`src/rtl/fact_accel.sv`:
```
// Memory-mapped factorial responder: the CPU writes N, pulses GO, polls STATUS
// and reads n! from RESULT once done is set.
module fact_accel #(
    parameter int NMAX = 12
) (
    input  logic        clk,
    input  logic        rst,
    input  logic        we,
    input  logic [1:0]  a,
    input  logic [31:0] wd,
    output logic [31:0] rd
);

    typedef enum logic [1:0] {
        IDLE = 2'd0,
        CALC = 2'd1,
        DONE = 2'd2
    } state_t;

    localparam logic [1:0] ADDR_N      = 2'd0;
    localparam logic [1:0] ADDR_GO     = 2'd1;
    localparam logic [1:0] ADDR_STATUS = 2'd2;
    localparam logic [1:0] ADDR_RESULT = 2'd3;

    state_t      r_state;
    logic [3:0]  r_n;
    logic [3:0]  r_cnt;
    logic [31:0] r_prod;
    logic        r_done;
    logic        r_err;

    logic w_busy;
    logic w_wr_n;
    logic w_go;
    logic w_n_too_big;
    logic w_unused_wd;

    assign w_busy      = (r_state == CALC);
    assign w_wr_n      = we && (a == ADDR_N) && !w_busy;
    assign w_go        = we && (a == ADDR_GO) && wd[0] && !w_busy;
    assign w_n_too_big = int'(r_n) > NMAX;
    assign w_unused_wd = ^wd[31:4];

    // GO uses the N held before the edge; a same-cycle N write cannot occur
    // because only one register is addressed per bus cycle.
    always_ff @(posedge clk) begin
        if (rst) begin
            r_state <= IDLE;
            r_n     <= '0;
            r_cnt   <= '0;
            r_prod  <= '0;
            r_done  <= 1'b0;
            r_err   <= 1'b0;
        end else begin
            // NOTE: non-blocking assignments so every register samples pre-edge values.
            if (w_wr_n) begin
                r_n <= wd[3:0];
            end
            case (r_state)
                IDLE, DONE: begin
                    if (w_go) begin
                        r_cnt <= r_n;
                        if (w_n_too_big) begin
                            r_state <= DONE;
                            r_prod  <= '0;
                            r_done  <= 1'b1;
                            r_err   <= 1'b1;
                        end else begin
                            r_state <= CALC;
                            r_prod  <= 32'd1;
                            r_done  <= 1'b0;
                            r_err   <= 1'b0;
                        end
                    end
                end
                CALC: begin
                    if (r_cnt > 4'd1) begin
                        r_prod <= r_prod * {28'b0, r_cnt};
                        r_cnt  <= r_cnt - 4'd1;
                    end else begin
                        r_state <= DONE;
                        r_done  <= 1'b1;
                    end
                end
                default: r_state <= IDLE;
            endcase
        end
    end

    // Partial products stay hidden until done is set.
    always_comb begin
        // NOTE: default assignment first so no path leaves rd unassigned (no latch).
        rd = '0;
        case (a)
            ADDR_N:      rd = {28'b0, r_n};
            ADDR_GO:     rd = {31'b0, w_busy};
            ADDR_STATUS: rd = {29'b0, w_busy, r_err, r_done};
            ADDR_RESULT: rd = r_done ? r_prod : 32'd0;
            default:     rd = '0;
        endcase
    end

endmodule

```
`config.mk`:
```
export PLATFORM = sky130hd
export DESIGN_NAME = fact_accel
export DESIGN_NICKNAME = d
export VERILOG_FILES = /design/src/rtl/fact_accel.sv
export SDC_FILE = /design/constraint.sdc
export NUM_CORES = 1
export LEC_CHECK = 0
export CORE_ASPECT_RATIO = 1.4
export CORE_MARGIN = 3
export CORE_UTILIZATION = 50
export DETAILED_ROUTE_END_ITERATION = 16
export GPL_TIMING_DRIVEN = 0
export PLACE_DENSITY = 0.81
export SYNTH_ARGS = -nofsm -noshare
export SYNTH_HDL_FRONTEND = slang
export SYNTH_SLANG_ARGS = --single-unit
```
`constraint.sdc`:
```
create_clock -name clk -period 5.33 [get_ports clk]
set_input_delay 1.066 -clock clk [delete_from_list [all_inputs] [get_ports clk]]
set_output_delay 1.066 -clock clk [all_outputs]
set_load 0.01 [all_outputs]
```
-- Word-level counts from Yosys, hierarchy flattened
Index checks and enable logic that the tools add are counted.
- logic and storage cells: 49
- input bits: 37
- flip-flop bits (word level): 44
- order comparisons: 2
- equality and inequality tests: 8
- mux-type cells: 17
- $mul: 1
- $add $sub $neg: 1
- reductions and logical operators: 14
- operator list (kind ; number):
    32-bit one-hot mux with 4 select lines ; 1
    32-bit two-way mux ; 3
    32-bit one-hot mux with 2 select lines ; 1
    32-bit by 4-bit multiplier with 32-bit output ; 1
    4-bit two-way mux ; 2
    4-bit one-hot mux with 2 select lines ; 1
    2-bit equality test, second input constant ; 3
    2-bit two-way mux ; 3
    3-bit AND reduction ; 2
    1-bit logical AND ; 5
    2-bit by 1-bit equality test with 1-bit output, second input constant ; 2
    4-bit by 1-bit > comparator with 1-bit output, second input constant ; 1
    4-bit > comparator, second input constant ; 1
    2-bit logical NOT ; 2
    1-bit two-way mux ; 4
    2-bit != test, second input constant ; 2
    2-bit one-hot mux with 2 select lines ; 1
    2-bit AND reduction ; 2
    4-bit by 1-bit subtractor with 4-bit output, second input constant ; 1
    2-bit by 1-bit != test with 1-bit output, second input constant ; 1
    1-bit one-hot mux with 2 select lines ; 1
    2-bit nonzero test ; 1
    2-bit OR reduction ; 1
    1-bit logical NOT ; 1

-- Logic depth before layout (Yosys ltp)
- word-level depth: 6
- gate-level depth with buffers: 17
- gate-level depth less buffers: 14

-- Worst setup path before layout
OpenSTA, ideal clock, no wires.
- path type: reg2reg
- start: register r_cnt[3]
- end: register r_prod[26]
- cell stages (with the launch flop): 17
- arrival time: 3694 ps
- setup time: 130 ps
- buffers on the path: 2
- required time: 5200 ps
- path slack: 1505 ps
- path through: dfxtp_1 -> clkbuf_1 -> clkbuf_1 -> and2_1 -> fa_1 -> inv_1 -> fa_1 -> inv_1 -> ha_1 -> a21o_1 -> a221o_2 -> a22oi_2 -> nand2_1 -> a31oi_4 -> o21bai_1 -> nand4b_1 -> o211ai_1
- longest elaborated chain between the ends: 3
- ends and longest elaborated chain (item ; line ; text):
    from (decl) ; 27 ; logic [3:0] r_cnt;
    from (signal assigned) ; 62 ; r_cnt <= r_n;
    from (signal assigned) ; 79 ; r_cnt <= r_cnt - 4'd1;
    32-bit by 4-bit multiplier with 32-bit output or 4-bit by 1-bit > comparator with 1-bit output (tied branches) ; 78, 77 ;
    32-bit two-way mux or 2-bit by 1-bit != test with 1-bit output (tied branches) ; - ;
    32-bit one-hot mux with 2 select lines or 3-bit AND reduction (tied branches) ; - ;
    to (signal assigned) ; 78 ; r_prod <= r_prod * {28'b0, r_cnt};
    to (decl) ; 28 ; logic [31:0] r_prod;
Several ways; a longest one is shown, not always the timed one. The select of a mux whose other input is x is not followed.
A chain may end at the register's enable or synchronous reset.

-- Worst setup path after layout
- start: register r_cnt[3]
- end: register r_prod[28]
The elaborated chain is that of the path after synthesis.

==> results.md <==
- Dividing total power by cell area gives a power density of 115 mW/mm².
- STA puts the critical path data arrival time at 4910 ps.
- Buffers inserted to repair hold after CTS numbered 0.
- The post-route minimum period is 4750 ps.
- A synthesized cell averages just under 8 µm².
- Across the VDD grid, the largest voltage drop is 0.109 mV.
- The share of Yosys cell area claimed by the top area cell type is 0.197.
- The number of antenna violations at the first check in global routing is 0.
- The worst setup timing slack at the placement stage is 656 ps.
- At the pin with the least slew margin, the transition time is between 700 and 800 ps.
- The total of fill cells in the finished design is 1048.
- Summing every instance area after synthesis gives 0.00580 mm².
- The die covers 0.0129 mm².
- Of all nets on the critical path, the largest fanout is 10.
- The CTS root buffer is sky130_fd_sc_hd__clkbuf_16.
- The post-CTS setup buffer count is 0.
- The met1 track demand over resource in global routing is 0.253.
- The number of gates resized after CTS was 0.
- The endpoint type of the worst setup path is a flop.
- The post-detailed-route count of antenna-violating nets is 0.
- The number of nets in the final layout is 928.
- The max-capacitance violation count is 0.
- The congestion estimate from routability-driven global placement came to 0.918.
- The number of buffers on the longest clock path is 2.
- The number of max-slew violations in the final report came to 0.
- For this run, the register share of the synthesized area comes to 0.152.
- The clock sink total is 44.
- The first routing iteration left 227 violations.
- In the global route stage, overall resource usage came out at 0.223.
- The relative slew slack is 0.522.
- The detail-routed net length per standard cell is 14.7 µm.
- The number of global-route vias before repair is ~5200.
- Summing all non-filler instances in the final layout gives an area of 0.00655 mm².
- Synthesis produced a netlist with a net count of 882.
- The final antenna diode count is 0.
- The type of the most critical hold path is flop to flop.
- The routed via count divided by cell count is approximately 5.4.
- The top-level I/O count is 69.
- For this run, global-route usage on met2 was measured as 0.426.
- Clock-pin slew was measured on the worst setup and hold paths at 70 ps.
- The detailed-router iteration count before antenna repair is 7.
- In the final timing run, aggregate negative setup slack is 0 ps.
- After detailed routing, the number of remaining DRC violations is 0.
- In the finished design, the share of the clock period the worst path needs comes to 0.892.
- TritonCTS built the clock tree.
- The library cells used most frequently in the layout, excluding fill and tap cells, are 118 x sky130_fd_sc_hd__and2_1, 111 x sky130_fd_sc_hd__inv_1, 88 x sky130_fd_sc_hd__nand2_1, 57 x sky130_fd_sc_hd__fa_1, 46 x sky130_fd_sc_hd__a21oi_1.
- Setup repair after global routing left no endpoint under its margin.
- The wire length of the first global-routing pass is between 20 and 25 mm.
- For this block, the routed nets add up to 13.9 mm of wire.
- The post-detailed-placement cell area is 0.00636 mm².
- The total core area is 0.0111 mm².
- In this run the static leakage power is 3.00 nW.
- The register bit count reported by yosys is 44.
- For the worst setup path, the data required time is 5490 ps.
- Of the cells placed in the final design, the portion with a size suffix greater than 1 is 0.0437.
- The clock latency at the later pin of the worst-skew pair is slightly below 300 ps.
- CTS built an H-tree with a depth of 2.
- The count of buffers added on input and output ports is 39.
- The commonest non-fill, non-tap cell in the layout is sky130_fd_sc_hd__and2_1.
- The global-route layer with the greatest usage is met2.
- The number of placement rows is 45.
- Entering global routing, the biggest net connects 14 pins.
- The number of hold violations in the final report was 0.
- The global routing usage on met3 is 0.0251.
- In the final layout, the multi-input gates occupy about 0.0044 mm².
- Setup violations remaining at the end of the flow were counted as 0.
- Across all setup checks in the final design, the least slack found is roughly 580 ps.
- The most used flip-flop cell after synthesis is sky130_fd_sc_hd__dfxtp_1.
- The die outline height is 133 µm.
- The sequential standard cell area is 881 µm².
- The area growth from synthesis to final layout is 12.9%.
- The post-detailed-placement half-perimeter wirelength is 11.1 mm.
- The run finished with clean final reports.
- The synthesized design spends more area on one cell type than any other, namely sky130_fd_sc_hd__fa_1.
- The fmax is about 210 MHz.
- The total via count in the routed design is 5076.
- The total congestion overflow after global routing is 0.
- The floorplan step set the die width to around 97 µm.
- The synthesized instance count is 754.
- The distinct cell type count of the synthesized netlist is 57.
- The kind of critical path is flop to flop.
- The number of warnings issued by yosys is 0.
- The starting density of the core is 0.523.
- The post-synthesis async set-or-reset flop share is 0.
- The count of flip-flops with a built-in enable after synthesis is 0.
- On the final layout, the worst clock skew is between 4 and 5 ps.
- Ranked by total cell area, the synthesized netlist is headed by sky130_fd_sc_hd__fa_1 20%, sky130_fd_sc_hd__dfxtp_1 15%, sky130_fd_sc_hd__and2_1 13%.
- The worst setup path is launched from a flop.
- The number of CTS-inserted buffers is 5.
## flip-flops by register name, summed over array words and instances (netlist names)
register / flops
r_err: 1
r_cnt: 4
r_done: 1
r_n: 4
r_prod: 32
r_state: 2
## area by class of cell
cell class              count  area share
repair buffers             39      0.0596
flip-flops and latches     44       0.135
clock inverters             1     0.00459
clock buffers               7      0.0233
plain buffers              34      0.0227
well taps                 141      0.0269
inverters                 111      0.0636
multi-input cells         565       0.665
## kinds of logic (layout without fill, tap and decap cells)
group	count (synthesis)	in the layout	share of synthesized area
AOI/OAI and AO/OA	135	135	0.156
xor gates and xnor gates	27	27	0.0408
adders and majority gates	91	91	0.270
buffers and inverters	145	192	0.0976
DFF	44	44	0.152
muxes	8	8	0.0138
and+or+nand+nor	304	304	0.270
## final timing paths
check	start	to	slack, ps	cells after the start
worst max register to register	r_cnt[3]	r_prod[28]	580	16
worst min register to register	r_err	r_err	460	2
worst max-delay path	r_cnt[3]	r_prod[28]	580	16
worst min-delay path	r_err	r_err	460	2
## where the power goes
group / switching (W) / internal [W]
Clock: 0.000138 / 0.000247
Combinational: 0.0000206 / 0.0000123
Sequential: 0.00000249 / 0.000331
## through the flow
stage / util / std cells / power [W] / hold slack [ps]
global placement: 0.574 / 934 / 0.000374 / 445
finish: 0.590 / 942 / 0.000752 / 464
detailed placement: 0.574 / 934 / 0.000374 / 453
floorplan: - / 754 / 0.000358 / 436
CTS: 0.590 / 942 / 0.000752 / 462
global route: 0.590 / 942 / 0.000766 / 508
## critical path: stages, from the launching register on
cell	delay (ps)
sky130_fd_sc_hd__dfxtp_1	400
sky130_fd_sc_hd__clkbuf_1	510
sky130_fd_sc_hd__clkbuf_1	560
sky130_fd_sc_hd__and2_1	260
sky130_fd_sc_hd__fa_1	400
sky130_fd_sc_hd__inv_1	90
sky130_fd_sc_hd__fa_1	390
sky130_fd_sc_hd__inv_1	70
sky130_fd_sc_hd__ha_1	300
sky130_fd_sc_hd__a21o_1	230
sky130_fd_sc_hd__a221o_2	450
sky130_fd_sc_hd__nand3_1	120
sky130_fd_sc_hd__a311oi_2	130
sky130_fd_sc_hd__o31ai_2	340
sky130_fd_sc_hd__o21ai_2	90
sky130_fd_sc_hd__xnor2_1	190
sky130_fd_sc_hd__o21ai_1	90
## synthesized netlist by cell type (4+ instances only)
cell type	number
sky130_fd_sc_hd__inv_1	111
sky130_fd_sc_hd__nand4_1	6
sky130_fd_sc_hd__a21o_1	6
sky130_fd_sc_hd__nand3_1	20
sky130_fd_sc_hd__clkbuf_1	29
sky130_fd_sc_hd__nor2b_1	4
sky130_fd_sc_hd__o21a_1	6
sky130_fd_sc_hd__xnor2_1	16
sky130_fd_sc_hd__a22o_1	5
sky130_fd_sc_hd__dfxtp_1	44
sky130_fd_sc_hd__a21oi_1	46
sky130_fd_sc_hd__xor2_1	11
sky130_fd_sc_hd__a211oi_1	4
sky130_fd_sc_hd__ha_1	34
sky130_fd_sc_hd__a22oi_1	7
sky130_fd_sc_hd__nor2_1	40
sky130_fd_sc_hd__and3_1	4
sky130_fd_sc_hd__fa_1	57
sky130_fd_sc_hd__nand2_1	88
sky130_fd_sc_hd__and2_1	118
sky130_fd_sc_hd__nor3_1	4
sky130_fd_sc_hd__or2_2	5
sky130_fd_sc_hd__mux2i_1	8
sky130_fd_sc_hd__o21ai_0	30
## metal layers
| layer | share of wire | wire length, µm |
|---|---|---|
| met4 | 0.032 | 441 |
| met1 | 0.40 | 5570 |
| met2 | 0.54 | 7460 |
| met5 | 0 | 0 |
| met3 | 0.029 | 403 |
(Power assumes the default switching activity.)
